$ cat src/rtl/dkong3_pkg.sv
// Shared types and constants for the Donkey Kong 3 tile VRAM arbiter.
package dkong3_pkg;

  typedef enum logic [1:0] {
    IDLE = 2'd0,
    ISS  = 2'd1,
    DAT  = 2'd2,
    END  = 2'd3
  } cpu_st_t;

  localparam logic [9:0] FETCH_BEG = 10'd760;
  localparam logic [9:0] FETCH_END = 10'd504;
  localparam logic [2:0] VID_SLOT  = 3'd0;
  localparam logic [9:0] H_MOD     = 10'd768;

  // The fetch window wraps through 767->0, hence the OR of the two bounds.
  function automatic logic in_window(input logic [9:0] h, input logic vbl_n);
    return vbl_n & ((h >= FETCH_BEG) | (h < FETCH_END));
  endfunction

endpackage

$ cat src/rtl/dkong3_vram_slot_dec.sv
// Slot decode: fetch window, video issue strobe, CPU block and the delayed video return.
// Macro DKONG3_VRAM_SLOT_SHARE_EN narrows the CPU block to the video slot H count.
module dkong3_vram_slot_dec
  import dkong3_pkg::*;
(
  input  logic       I_CLK,
  input  logic       I_RST_n,
  input  logic       I_PIX_CE,
  input  logic [9:0] I_H_CNT,
  input  logic       I_V_BLANKn,
  output logic       vid_iss_s,
  output logic       cpu_blk_s,
  output logic       vid_ret_r
);

  logic inwin_s;
  logic slot_s;
  logic vid_p1_r;
  logic vid_p2_r;

  assign inwin_s   = in_window(I_H_CNT, I_V_BLANKn);
  assign slot_s    = (I_H_CNT[2:0] == VID_SLOT);
  assign vid_iss_s = I_PIX_CE & inwin_s & slot_s;

`ifdef DKONG3_VRAM_SLOT_SHARE_EN
  assign cpu_blk_s = inwin_s & slot_s;
`else
  assign cpu_blk_s = inwin_s;
`endif

  // Two-stage delay matching the registered port plus the RAM's read latency.
  always_ff @(posedge I_CLK or negedge I_RST_n) begin
    if (!I_RST_n) begin
      vid_p1_r <= 1'b0;
      vid_p2_r <= 1'b0;
    end else begin
      vid_p1_r <= vid_iss_s;
      vid_p2_r <= vid_p1_r;
    end
  end

  assign vid_ret_r = vid_p2_r;

endmodule

$ cat src/rtl/dkong3_vram_arb.sv
// Tile VRAM time-slot arbiter: video fetch owns its reserved slot, the Z80 gets the rest.
// Macro DKONG3_VRAM_SLOT_SHARE_EN lets the CPU use non-slot H counts inside the window.
module dkong3_vram_arb
  import dkong3_pkg::*;
(
  input  logic       I_CLK,
  input  logic       I_RST_n,
  input  logic       I_PIX_CE,
  input  logic [9:0] I_H_CNT,
  input  logic       I_V_BLANKn,
  input  logic       I_CPU_REQ,
  input  logic       I_CPU_WE,
  input  logic [9:0] I_CPU_ADDR,
  input  logic [7:0] I_CPU_DIN,
  output logic [7:0] O_CPU_DOUT,
  output logic       O_CPU_ACK,
  output logic       O_CPU_WAITn,
  input  logic [9:0] I_VID_ADDR,
  output logic [7:0] O_VID_DOUT,
  output logic       O_VID_STB,
  output logic [9:0] O_RAM_ADDR,
  output logic       O_RAM_WE,
  output logic [7:0] O_RAM_DIN,
  input  logic [7:0] I_RAM_DOUT
);

  cpu_st_t st_r;
  cpu_st_t st_nx_s;
  logic    vid_iss_s;
  logic    cpu_blk_s;
  logic    vid_ret_r;
  logic    cpu_iss_s;
  logic    cpu_dat_s;
  logic    cpu_we_r;

  dkong3_vram_slot_dec u_slot_dec (
    .I_CLK      (I_CLK),
    .I_RST_n    (I_RST_n),
    .I_PIX_CE   (I_PIX_CE),
    .I_H_CNT    (I_H_CNT),
    .I_V_BLANKn (I_V_BLANKn),
    .vid_iss_s  (vid_iss_s),
    .cpu_blk_s  (cpu_blk_s),
    .vid_ret_r  (vid_ret_r)
  );

  // CPU access state register.
  always_ff @(posedge I_CLK or negedge I_RST_n) begin
    if (!I_RST_n) begin
      st_r <= IDLE;
    end else begin
      st_r <= st_nx_s;
    end
  end

  // CPU access next state; END waits for REQ to drop so a held request is served once.
  always_comb begin
    st_nx_s = st_r;
    case (st_r)
      IDLE: begin
        if (I_CPU_REQ && !cpu_blk_s) st_nx_s = ISS;
        else                         st_nx_s = IDLE;
      end
      ISS: st_nx_s = DAT;
      DAT: st_nx_s = END;
      END: begin
        if (!I_CPU_REQ) st_nx_s = IDLE;
        else            st_nx_s = END;
      end
      default: st_nx_s = IDLE;
    endcase
  end

  // CPU access output decode.
  always_comb begin
    cpu_iss_s = 1'b0;
    cpu_dat_s = 1'b0;
    case (st_r)
      IDLE:    cpu_iss_s = I_CPU_REQ & ~cpu_blk_s;
      ISS:     cpu_dat_s = 1'b0;
      DAT:     cpu_dat_s = 1'b1;
      END:     cpu_dat_s = 1'b0;
      default: cpu_dat_s = 1'b0;
    endcase
  end

  // RAM port; the block guarantees video and CPU never load on the same edge.
  always_ff @(posedge I_CLK or negedge I_RST_n) begin
    if (!I_RST_n) begin
      O_RAM_ADDR <= 10'd0;
      O_RAM_WE   <= 1'b0;
      O_RAM_DIN  <= 8'd0;
      cpu_we_r   <= 1'b0;
    end else if (vid_iss_s) begin
      O_RAM_ADDR <= I_VID_ADDR;
      O_RAM_WE   <= 1'b0;
    end else if (cpu_iss_s) begin
      O_RAM_ADDR <= I_CPU_ADDR;
      O_RAM_WE   <= I_CPU_WE;
      O_RAM_DIN  <= I_CPU_DIN;
      cpu_we_r   <= I_CPU_WE;
    end else begin
      O_RAM_WE   <= 1'b0;
    end
  end

  // CPU completion: read data is captured only for reads and held until the next read.
  always_ff @(posedge I_CLK or negedge I_RST_n) begin
    if (!I_RST_n) begin
      O_CPU_ACK  <= 1'b0;
      O_CPU_DOUT <= 8'd0;
    end else begin
      O_CPU_ACK <= cpu_dat_s;
      if (cpu_dat_s && !cpu_we_r) O_CPU_DOUT <= I_RAM_DOUT;
    end
  end

  // Video return capture.
  always_ff @(posedge I_CLK or negedge I_RST_n) begin
    if (!I_RST_n) begin
      O_VID_DOUT <= 8'd0;
      O_VID_STB  <= 1'b0;
    end else begin
      O_VID_STB <= vid_ret_r;
      if (vid_ret_r) O_VID_DOUT <= I_RAM_DOUT;
    end
  end

  // Combinational so WAIT asserts in the same cycle the Z80 raises its request.
  assign O_CPU_WAITn = ~(I_CPU_REQ & (st_r != END) & ~O_CPU_ACK);

endmodule

$ cat config.mk
export PLATFORM = sky130hd
export DESIGN_NAME = dkong3_vram_arb
export DESIGN_NICKNAME = d
export VERILOG_FILES = /design/src/rtl/dkong3_pkg.sv /design/src/rtl/dkong3_vram_slot_dec.sv /design/src/rtl/dkong3_vram_arb.sv
export SDC_FILE = /design/constraint.sdc
export NUM_CORES = 1
export LEC_CHECK = 0
export BUFFER_PORTS_ARGS = -buffer_cell sky130_fd_sc_hd__buf_2
export CAP_MARGIN = 20
export CORE_MARGIN = 2
export CORE_UTILIZATION = 45
export CTS_CLUSTER_DIAMETER = 40
export DETAILED_ROUTE_END_ITERATION = 16
export PLACE_DENSITY = 0.78
export REMOVE_ABC_BUFFERS = 1
export SYNTH_ARGS = -nofsm -noshare
export SYNTH_HDL_FRONTEND = slang
export SYNTH_SLANG_ARGS = --single-unit
export TNS_END_PERCENT = 5
$ cat constraint.sdc
create_clock -name I_CLK -period 2 [get_ports I_CLK]
set_clock_uncertainty 0.15 [all_clocks]
set_input_delay 0.3 -clock I_CLK [delete_from_list [all_inputs] [get_ports I_CLK]]
set_output_delay 0.3 -clock I_CLK [all_outputs]
set_load 0.02 [all_outputs]
==> impl_results.md, run 1 <==
* Max Freq at 0.5867 GHz
* Reg-to-reg startpoint: st_r[0]
* Main synth FF type: dfrtp_1
* DRT iter0 DRCs at between 90 and 100
* FF-to-FF setup slack at 0.30 ns
* Worst Path Arrival at around 1.8 ns
* Status: complete, no violations
* Clock-pin slew on the worst setup and hold paths at around 0.080 ns
* Routed wire length at ~3.8 mm
* CTS sink cnt at 42
* Final Cell Area at between 0.002 and 0.003 mm^2
* Slew Limit Fails at 0
* Tcrit/Tclk final at 85.23%
* CP cell instances: nor2_1, nand2_1, a21o_1, a221oi_2
* Htree depth at 2
* Starting Density at between 40 and 50%
* Min-delay src: I_CPU_WE
* Worst Path Required at ~2.0 ns
* Crit path kind: reg -> reg
* Hold Slack at 0.08483 ns
* CTS root buffer: clkbuf_8
* Min cycle time layout at approximately 1.7 ns
* Layout area overhead at 35.93%
* Setup Viol. Count Final at 0
* Max IR drop VDD at between 0.6 and 0.7 mV
* Simple-gate share of the synthesized area at between 4 and 5%
* Largest family of logic cells by synthesized area: compound AO/OA/AOI/OAI gates
* Nets at ~290
* PD cells at 1333 mW/mm^2
* Multiplexer share of the synthesized area at between 10% and 20%
* I/O Buffers at 89
* Worst setup SP type: flop
* # rows at 23
* HP Class: in -> reg
* Largest net degree at the start of global routing at 43
* DPL Wire Length at 2.998 mm
* Hold path cells at 2
* Tot GR Track Use at between 15 and 20%
* Depth of the worst register-to-register path at 4
* Routed length per instance at around 13 um
* Post-Syn Area at about 0.0018 mm^2
* Chip width at ~70 um
* Initial antenna violation count at 0
* Die Footprint at between 0.004 and 0.005 mm^2
* Worst-Skew Late Latency at between 0.2 and 0.3 ns
* Final Worst Setup Slack at 0.2954 ns
* Share of cells above drive strength 1 at around three fifths
* Critical path startpoint: st_r[0]
* First-pass GRT wire length at roughly 6 mm
* Ys async rst share at between 90% and 100%
* RSZ-0062 raised after global routing: no
* Critical Path Max Stage Delay at ~0.4 ns
* Slew at the pin closest to its max-slew limit at about 0.54 ns
* Synth Register Bits at 42
* Vias in the first global route at between 1000 and 1500
* Yosys top cell area share at a little under three fifths
* Crit-path slowest cell: dfrtp_1
* Via count at around 1500
* Syn Inst Count at around 140
* DRC at 0
* Via-per-instance ratio at 5.024
* Synth Area in XOR/XNOR at 0%
* CTS tree: yes
* Detail Route Antenna Nets at 0
* Post-synth EDFFs at 0
* Cell leakage power at 1.255 nW
* Crit path to: O_RAM_ADDR[9]
* Synth area leaders: dfrtp_1, mux2_2, a221oi_2
* Post-DP Area at ~0.0024 mm^2
* Routability cong. at approximately 0.75
* Gr ovfl total at 0
* Synth area leader: dfrtp_1
* Die Ht at 68.11 um
* Max cap viols at 0
* Resize count post-CTS at 0
* Initial DRT Pass Iterations at 4
* Clk buf depth at 2
* Hold Fails Final Rpt at 0
* Boundary Pins at 90
* Peak fanout along the critical path at 11
* CTS Buf Count at 5
* Adder-cell share of the synthesized area at 0%
* Synthesized area per cell at ~13 um^2
* Rel. slew slack at 64.05%
* Number of antenna diodes at 0
* Reg2reg end: O_RAM_ADDR[9]
* Seq/Total Area, Yosys at around 57%
* Post-synthesis cell type count at 24
* Fin util at roughly 63%
* Post-synthesis compound-gate area fraction at 17.93%
* Core ar. at 0.003971 mm^2
* Pre-CTS setup slack at 0.002749 ns
* Critical path endpoint category: flop
* YS warnings at 0
-- per-stage QoR --
stage / power, mW / std cells / setup TNS [ns]
finish: 3.351 / 291 / 0
global route: 3.569 / 291 / 0
CTS: 3.386 / 291 / 0
detailed placement: 2.882 / 283 / 0
global placement: 2.827 / 283 / 0
floorplan: 2.322 / 130 / -2.577
-- sequential cells by signal (all words and copies together) (netlist names) --
register / cells
O_RAM_ADDR: 10
O_CPU_DOUT: 8
O_RAM_DIN: 8
O_VID_DOUT: 8
st_r: 2
O_CPU_ACK: 1
O_RAM_WE: 1
O_VID_STB: 1
cpu_we_r: 1
u_slot_dec.vid_p1_r: 1
u_slot_dec.vid_ret_r: 1
-- worst max-delay path, delay by kind of cell (launching register included) --
family,cells,cell delay [ns]
DFF,1,0.40
AOI/OAI and AO/OA,2,0.71
and+or+nand+nor,2,0.34
-- worst min-delay path by stage --
stage,endpoint,slack [ns]
finish,O_RAM_WE,0.08
global route,O_RAM_WE,0.07
CTS,O_RAM_WE,0.08
detailed placement,u_slot_dec.vid_ret_r,0.19
global placement,u_slot_dec.vid_ret_r,0.18
floorplan,O_CPU_ACK,-0.15
-- cell families after synthesis --
group	count (synthesis)
flops	42
compound gates	36
mux	25
buf+inv	22
simple gates	14
-- metal layers --
metal	global-route usage, %	part of all wire (%)	vias to the layer above
met2	30.58	45	76
met4	7.500	1.5	0
met1	21.32	43	672
met5	0	0	-
li1	-	-	706
met3	4.276	11	8
-- area by class of cell --
type                       instances  area [um^2]
tap                               50        62.56
fill                             321         1458
timing repair buffer             104        573.1
clock inverter                     2        10.01
sequential                        42         1051
multi-input combinational         75        699.4
inverter                          13        48.80
clock buffer                       5        68.82
-- cells in the mapped netlist (2+ instances only) --
cell type	n
dfrtp_1	42
mux2_2	25
inv_1	13
a21oi_1	11
a211oi_1	10
a221oi_2	10
clkbuf_1	5
nand2_1	3
nor2_1	3
and2_1	2
nor2b_1	2
-- layout by cell type, fill, tap and decap left out, types with 2 or more instances in the layout --
cell       n
a221oi_2  10
dfrtp_1   42
inv_1     13
clkbuf_8   5
a211oi_1  10
nor2_1     3
buf_4     13
mux2_2    25
and2_1     2
a21oi_1   11
clkinv_2   2
nor2b_1    2
buf_2     89
nand2_1    3
-- report_power, final --
part	total [mW]	switching [mW]	internal, mW
logic	1.48	0.825	0.654
registers	1.37	0.178	1.19
clock network	0.500	0.266	0.234
-- timing repair --
action,in CTS,in global routing
endpoints found under the setup margin,0,0
endpoints found under the hold margin,42,0
hold buffers,1,0
buffers inserted,0,0
Note: power is estimated with default switching activity, not from simulation.
==> run 2, diff against run 1 <==
CORE_UTILIZATION = 35   (was 45)
PLACE_DENSITY = unset   (was 0.78)
==> run 2 against run 1 <==
  * Clock power grew 30%
  * Critical path type unchanged
  * Worst hold slack is essentially flat
  * Sequential share of layout area shrank 1.2 points
  * Largest cell class unchanged
  * Global-route usage shrank 3.6 points
  * Utilization shrank 13 points
  * Final cell count grew 8.2%
==> impl_results.md, run 2 (same netlist as run 1, synthesis figures left out) <==
* Layout area overhead at 39.99%
* Core ar. at 0.005107 mm^2 (+29%)
* Wire length on met2 at 1.777 mm (+3.4%)
* Worst-Skew Late Latency at 0.28 ns (about the same)
* Most common cell after layout, fill and taps aside: buf_2
* Routed wire length at 4.038 mm (+5.4%)
* CTS tree: yes
* CTS Hold Bufs at 1 (unchanged)
* Rel. slew slack at 65.19% (+1.1 points)
* Initial DRT Pass Iterations at 4 (unchanged)
* I/O Buffers at 89 (unchanged)
* Starting Density at 36.21% (-10 points)
* Cell leakage power at 1.277 nW (+1.8%)
* Vias in the first global route at 1476 (+6.7%)
* Layout filler cell count at 489 (+52%)
* Hold Slack at 0.08462 ns (-0.0002072 ns)
* Chip width at 76.69 um (+13%)
* Number of antenna diodes at 0 (unchanged)
* Via count at 1460 (-0.14%)
* Die Ht at 76.69 um (+13%)
* Max reg flops at 10 (unchanged)
* Detail Route Antenna Nets at 0 (unchanged)
* DRT met1 WL at 1.894 mm (+15%)
* Htree depth at 2 (unchanged)
* RSZ-0062 raised after global routing: no
* Final Worst Setup Slack at 0.2815 ns (-0.01394 ns)
* Initial antenna violation count at 0 (unchanged)
* Slew Limit Fails at 0 (unchanged)
* Clock-pin slew on the worst setup and hold paths at 0.08 ns (about the same)
* PD cells at 1347 mW/mm^2 (+1.1%)
* Hold path cells at 2 (unchanged)
* Met3 Wirelength at 322 um (-20%)
* Hold Fails Final Rpt at 0 (unchanged)
* Gr ovfl total at 0 (unchanged)
* Crit path kind: reg -> reg
* HP Class: in -> reg
* Max Freq at 0.5819 GHz (-0.81%)
* Min cycle time layout at 1.719 ns (+0.01394 ns)
* Setup Viol. Count Final at 0 (unchanged)
* Critical path endpoint category: flop
* CTS Buf Count at 5 (unchanged)
* Max layer used: met4
* Boundary Pins at 90 (unchanged)
* Tot GR Track Use at 14.23% (-3.6 points)
* Via-per-instance ratio at 4.635 (-7.7%)
* Max cap viols at 0 (unchanged)
* Worst Path Required at 2.02 ns (-0.02 ns)
* Total setup buffers inserted after CTS at 0 (unchanged)
* Tcrit/Tclk final at 85.93% (+0.70 points)
* DRC at 0 (unchanged)
* Pre-CTS setup slack at 0.001943 ns (-0.0008062 ns)
* Slew at the pin closest to its max-slew limit at 0.5221 ns (-0.01710 ns)
* Routed length per instance at 12.82 um (-2.6%)
* Nets at 296 (+1.0%)
* CTS sink cnt at 42 (unchanged)
* Worst Path Arrival at 1.74 ns (about the same)
* Commonest cells after routing, fill and taps aside: buf_2, dfrtp_1, mux2_2
* Status: complete, no violations
* Peak fanout along the critical path at 10 (-1)
* Share of cells above drive strength 1 at 61.22% (-0.19 points)
* Max IR drop VDD at 0.5460 mV (-11%)
* Depth of the worst register-to-register path at 5 (+1)
* Clk buf depth at 2 (unchanged)
* DPL Wire Length at 3.120 mm (+4.1%)
* CTS root buffer: clkbuf_8
* First-pass GRT wire length at 6.727 mm (+10%)
* # rows at 26 (+13%)
* Die Footprint at 0.005881 mm^2 (+27%)
* Routability cong. at 0.7502 (+0.35%)
* Power, Total at 3.488 mW (+4.1%)
* DRT iter0 DRCs at 29 (-68%)
* Worst setup SP type: flop
* Reg with most FFs: O_RAM_ADDR
* Resize count post-CTS at 0 (unchanged)
* Largest net degree at the start of global routing at 43 (unchanged)
==> run 2: cell count changes in the layout (fill, tap and decap cells not counted), sizes merged <==
cell,delta
clkbuf,+2
bufinv,+1
clkinv,-2
buf,+3
==> run 2: final timing paths <==
check / startpoint / endpoint / slack (ns)
min reg2reg: u_slot_dec.vid_p1_r / u_slot_dec.vid_ret_r / 0.20
min in group asynchronous: I_RST_n / O_RAM_WE / 0.46
min: I_CPU_WE / O_RAM_WE / 0.08
max: st_r[0] / O_RAM_DIN[4] / 0.28
max reg2reg: st_r[0] / O_RAM_DIN[4] / 0.28
max in group asynchronous: I_RST_n / st_r[1] / 0.88
==> run 2: area by class of cell <==
type / count / area (um^2) / share of cell area (%)
clock buffer: 7 / 76.32 / 2.948
sequential: 42 / 1051 / 40.60
clock inverter: 1 / 30.03 / 1.160
timing repair buffer: 107 / 595.6 / 23.01
multi-input combinational: 75 / 699.4 / 27.02
tap: 70 / 87.58 / 3.383
inverter: 13 / 48.80 / 1.885
==> run 2: routing by layer <==
| layer | global-route usage (%) | vias to the layer above |
|---|---|---|
| li1 | - | 709 |
| met1 | 18.11 | 675 |
| met2 | 22.98 | 70 |
| met3 | 5.059 | 6 |
| met4 | 3.818 | 0 |
| met5 | 0 | - |
==> run 2: worst max-delay path, cell delays in order (launching register included) <==
cell	delay, ns
dfrtp_1	0.41
nor2_1	0.15
nand2_1	0.22
a21oi_4	0.21
buf_12	0.14
mux2_2	0.33
==> run 2: power breakdown <==
| part | leakage, nW | internal (mW) | switching, mW | total, mW |
|---|---|---|---|---|
| registers | 0.504 | 1.19 | 0.172 | 1.37 |
| clock network | 0.0524 | 0.374 | 0.275 | 0.649 |
| logic | 0.721 | 0.660 | 0.814 | 1.47 |
| total | 1.28 | 2.23 | 1.26 | 3.49 |
==> run 2: through the flow <==
stage / instances / area, um^2 / utilization [%] / setup TNS, ns
floorplan: 130 / 1799 / - / -2.577
global placement: 306 / 2472 / 48.41 / 0
detailed placement: 306 / 2472 / 48.41 / 0
CTS: 315 / 2589 / 50.69 / 0
global route: 315 / 2589 / 50.69 / 0
finish: 315 / 2589 / 50.69 / 0
